--- src/rtl/instruction_ctrl_pkg.sv ---
// Shared types and constants for the six-instruction processor control unit.
// Opcode/state encodings, ALU selects and instruction field bit positions.
package instruction_ctrl_pkg;

  typedef enum logic [3:0] {
    OpNoop  = 4'd0,
    OpStore = 4'd1,
    OpLoad  = 4'd2,
    OpAdd   = 4'd3,
    OpSub   = 4'd4,
    OpHalt  = 4'd5
  } opcode_e;

  typedef enum logic [3:0] {
    StInit   = 4'd0,
    StFetch  = 4'd1,
    StDecode = 4'd2,
    StNoop   = 4'd3,
    StLoadA  = 4'd4,
    StLoadB  = 4'd5,
    StStore  = 4'd6,
    StAdd    = 4'd7,
    StSub    = 4'd8,
    StHalt   = 4'd9
  } state_e;

  localparam logic [2:0] ALU_PASS = 3'd0;
  localparam logic [2:0] ALU_ADD  = 3'd1;
  localparam logic [2:0] ALU_SUB  = 3'd2;

  localparam int unsigned OpMsb     = 15;
  localparam int unsigned OpLsb     = 12;
  localparam int unsigned RaMsb     = 11;
  localparam int unsigned RaLsb     = 8;
  localparam int unsigned RbMsb     = 7;
  localparam int unsigned RbLsb     = 4;
  localparam int unsigned RdMsb     = 3;
  localparam int unsigned RdLsb     = 0;
  localparam int unsigned LdAddrMsb = 11;
  localparam int unsigned LdAddrLsb = 4;
  localparam int unsigned StAddrMsb = 7;
  localparam int unsigned StAddrLsb = 0;

endpackage

--- src/rtl/instruction_controller.sv ---
// Moore control unit: fetches into an internal IR, decodes, sequences datapath strobes.
// Define CTRL_ILLEGAL_TRAP_EN to send unused opcodes 6..15 to HALT instead of NOOP.
module instruction_controller
  import instruction_ctrl_pkg::*;
#(
  parameter int unsigned INSTR_W = 16,
  parameter int unsigned DADDR_W = 8,
  parameter int unsigned RADDR_W = 4
) (
  input  logic               Clock,
  input  logic               Reset,
  input  logic [INSTR_W-1:0] IR_in,
  output logic               PC_Clr,
  output logic               PC_Up,
  output logic               IR_Ld,
  output logic [DADDR_W-1:0] D_Addr,
  output logic               D_Wr,
  output logic               RF_s,
  output logic [RADDR_W-1:0] RF_W_Addr,
  output logic               RF_W_en,
  output logic [RADDR_W-1:0] RF_Ra_Addr,
  output logic [RADDR_W-1:0] RF_Rb_Addr,
  output logic [2:0]         ALU_s0,
  output logic [3:0]         State_out
);

  state_e             state_q, state_d;
  logic [INSTR_W-1:0] ir_q, ir_d;

  always_ff @(posedge Clock) begin
    if (Reset) begin
      state_q <= StInit;
      ir_q    <= '0;
    end else begin
      state_q <= state_d;
      ir_q    <= ir_d;
    end
  end

  always_comb begin
    state_d    = state_q;
    ir_d       = ir_q;
    PC_Clr     = 1'b0;
    PC_Up      = 1'b0;
    IR_Ld      = 1'b0;
    D_Addr     = '0;
    D_Wr       = 1'b0;
    RF_s       = 1'b0;
    RF_W_Addr  = '0;
    RF_W_en    = 1'b0;
    RF_Ra_Addr = '0;
    RF_Rb_Addr = '0;
    ALU_s0     = ALU_PASS;
    State_out  = state_q;

    unique case (state_q)
      StInit: begin
        PC_Clr  = 1'b1;
        state_d = StFetch;
      end
      StFetch: begin
        // IR and PC advance on the same edge, so IR_in is the word at the old PC.
        IR_Ld   = 1'b1;
        PC_Up   = 1'b1;
        ir_d    = IR_in;
        state_d = StDecode;
      end
      StDecode: begin
        case (ir_q[OpMsb:OpLsb])
          OpNoop:  state_d = StNoop;
          OpStore: state_d = StStore;
          OpLoad:  state_d = StLoadA;
          OpAdd:   state_d = StAdd;
          OpSub:   state_d = StSub;
          OpHalt:  state_d = StHalt;
`ifdef CTRL_ILLEGAL_TRAP_EN
          default: state_d = StHalt;
`else
          default: state_d = StNoop;
`endif
        endcase
      end
      StNoop: state_d = StFetch;
      StLoadA: begin
        // Extra cycle covers the synchronous RAM read latency.
        D_Addr  = ir_q[LdAddrMsb:LdAddrLsb];
        RF_s    = 1'b1;
        state_d = StLoadB;
      end
      StLoadB: begin
        D_Addr    = ir_q[LdAddrMsb:LdAddrLsb];
        RF_s      = 1'b1;
        RF_W_Addr = ir_q[RdMsb:RdLsb];
        RF_W_en   = 1'b1;
        state_d   = StFetch;
      end
      StStore: begin
        RF_Ra_Addr = ir_q[RaMsb:RaLsb];
        D_Addr     = ir_q[StAddrMsb:StAddrLsb];
        D_Wr       = 1'b1;
        state_d    = StFetch;
      end
      StAdd, StSub: begin
        RF_Ra_Addr = ir_q[RaMsb:RaLsb];
        RF_Rb_Addr = ir_q[RbMsb:RbLsb];
        RF_W_Addr  = ir_q[RdMsb:RdLsb];
        RF_W_en    = 1'b1;
        ALU_s0     = (state_q == StAdd) ? ALU_ADD : ALU_SUB;
        state_d    = StFetch;
      end
      StHalt: state_d = StHalt;
      default: state_d = StInit;
    endcase
  end

endmodule

--- config.mk ---
export PLATFORM = sky130hd
export DESIGN_NAME = instruction_controller
export DESIGN_NICKNAME = d
export VERILOG_FILES = /design/src/rtl/instruction_ctrl_pkg.sv /design/src/rtl/instruction_controller.sv
export SDC_FILE = /design/constraint.sdc
export NUM_CORES = 1
export LEC_CHECK = 0
export ABC_AREA = 1
export BUFFER_PORTS_ARGS = -buffer_cell sky130_fd_sc_hd__buf_2
export CORE_MARGIN = 2
export CORE_UTILIZATION = 46
export CTS_CLUSTER_DIAMETER = 40
export DETAILED_ROUTE_END_ITERATION = 10
export GPL_TIMING_DRIVEN = 1
export MAX_ROUTING_LAYER = met4
export PLACE_DENSITY = 0.83
export SLEW_MARGIN = 0
export SYNTH_ARGS = -nofsm -noshare
export SYNTH_HDL_FRONTEND = slang
export SYNTH_SLANG_ARGS = --single-unit
--- constraint.sdc ---
create_clock -name Clock -period 1.4 [get_ports Clock]
set_input_delay 0.28 -clock Clock [delete_from_list [all_inputs] [get_ports Clock]]
set_output_delay 0.28 -clock Clock [all_outputs]
set_load 0.01 [all_outputs]
==> run summary <==
run status - finished with violations
failing checks - setup timing
crit path time final - 1.77 ns
CTS tree - yes
DR vias - 1394
Ant. Diodes - 0
Worst-Margin Slew - 0.591 ns
Mapped Area - 0.00113 mm²
reg2reg path depth - 7
P&R area growth vs syn - 70.6%
highest-count cells in the layout ignoring fill and taps - 44 x buf_2, 19 x buf_4, 18 x inv_1
Synthesized Nets - 165
initial antenna violation count - 0
dpl hpwl - 2190 µm
layout cell share with drive strength beyond 1 - 67.0%
Max Slew Vio Count - 0
Gate Count Post-Synth - 147
layout net count - 240
core area - 0.00228 mm²
Remaining Overflow, GRT - 0
CTS Buf Count - 3
clk_skew - 0.0106 ns
H-tree depth - 1
remaining antenna violation count after routing - 0
DR pass1 iterations - 4
arrival time of the worst setup path - 1.49 ns
Pwr per Cell Area - 1650 mW/mm²
CP Capture Type - output pin
CP Buf/Inv Count - 3
FP Rows - 17
WP depth - 7
overall routing resource usage - 25.3%
clock buffer depth - 2
hold path depth - 3
full die area - 0.00287 mm²
wire length per cell - 18.1 µm
WS Path Type - register to output pin
critical path's slowest cell - dfxtp_4
number of global-route vias before repair - 1225
die width - 53.6 µm
Slew HR - 60.6%
clk sinks - 20
I/O pins - 51
Hold WS - 0.234 ns
commonest non-fill, non-tap cell in the layout - buf_2
Worst-path clk slew - 0.13 ns
flops & latches, synth - 20
yosys warns - 0
unrepaired setup endpoints after global routing - yes
first-pass GRT wire length - 5130 µm
Tcrit/Tclk final - 126%
Vias/cell - 5.60
clk root buf - clkbuf_4
Final Worst Setup Slack - -0.368 ns
drt total wl - 4500 µm
fin util - 84.8%
final hold viol count - 0
Port Buf Inserts - 49
Netlist cell types - 20
DRC - 0
worst path cell trace - buf_4 -> nor2_4 -> nand3_4 -> inv_4 -> a21oi_2 -> nor2_1 -> buf_2
CP Launch Type - register
Hold-fix buffers, CTS - 0
RD Place Congestion - 0.823
post-synthesis area per instance - 7.69 µm²
Initial DRC Count - 43
Seq/Total Area, Yosys - 35.4%
Initial Util - 49.7%
crit path max fanout - 5
maxcap violations - 0
Peak VDD IR - 1.37 mV
Hold Crit Class - input port to register
worst skew pair latency - 0.31 ns
Leak - 0.865 nW
largest net degree at the start of global routing - 21
Worst path max stage delay - 0.38 ns
fmax - 566 MHz
final setup violation count - 43
die height - 53.6 µm
crit-path leading delay family - buffers and inverters
Critical Path RT - 1.12 ns
[logic make-up after synthesis]
family | count (synthesis) | share of synthesized area (%)
other | 1 | 0.332
buffers and inverters | 34 | 13.6
and+or+nand+nor | 56 | 22.5
AOI/OAI and AO/OA | 36 | 28.2
DFF | 20 | 35.4
[per-layer routing]
| metal | routed length [µm] | global-route usage [%] |
|---|---|---|
| met1 | 1570 | 26.9 |
| met2 | 2490 | 44.7 |
| met3 | 228 | 2.78 |
| met4 | 216 | 15.8 |
| met5 | 0 | - |
[area by class of cell]
cell class / count / area (µm²)
multi-input cells: 93 / 771
repair buffers: 77 / 556
flip-flops and latches: 20 / 415
fillers: 108 / 347
inverters: 27 / 116
clock buffers: 4 / 36.3
well taps: 28 / 35.0
[Yosys cell counts, drive strengths merged]
master	instances	area share (%)
nor2	35	13
o21ai	2	0.88
buf	5	4.0
a21oi	9	4.6
a211oi	16	18
inv	27	9.0
conb	1	0.33
a31oi	1	0.55
nand3	7	4.6
nand2	14	4.6
dfxtp	20	35
clkbuf	2	0.66
o22ai	8	4.4
[path summary, 6_finish.rpt]
| kind | from | to | slack [ns] |
|---|---|---|---|
| setup / recovery | State_out[2] | RF_Ra_Addr[2] | -0.37 |
| hold / removal | IR_in[0] | ir_q[0] | 0.23 |
| setup reg to reg | State_out[1] | ir_q[8] | -0.07 |
| hold reg to reg | ir_q[0] | ir_q[0] | 0.54 |
[tightest hold or removal path, cell delays in order]
cell,delay [ns]
buf_2,0.10
nor2_2,0.10
a211oi_2,0.04
[stage by stage]
stage	TNS [ns]	worst slack [ns]	std cells	instance area [µm²]	total power [W]
after floorplan	-0.802	-0.0536	147	1130	0.00174
after global placement	-0.0479	-0.0133	228	1440	0.00195
after detailed placement	-0.143	-0.0370	228	1440	0.00199
after CTS	-6.80	-0.303	240	1660	0.00254
after global routing	-11.77	-0.453	249	1930	0.00332
final	-8.93	-0.368	249	1930	0.00318
[report_power, final]
part	switching (W)	total (W)	internal [W]
Combinational	0.00111	0.00194	0.000832
Clock	0.000195	0.000354	0.000159
Sequential	0.000117	0.000884	0.000766
Total	0.00142	0.00318	0.00176
[flip-flops by register name, indices dropped and copies added, names as in the netlist]
signal     flops
ir_q          16
State_out      4
[timing repair]
action                                 4_1_cts  5_1_grt
endpoints found under the hold margin        0        0
cloned                                       0        2
resized for setup                           31       51
pin swaps                                   10        7
setup buffers                                9        8
setup endpoints to repair                   28       43
Power figures use the tool's default switching activity.
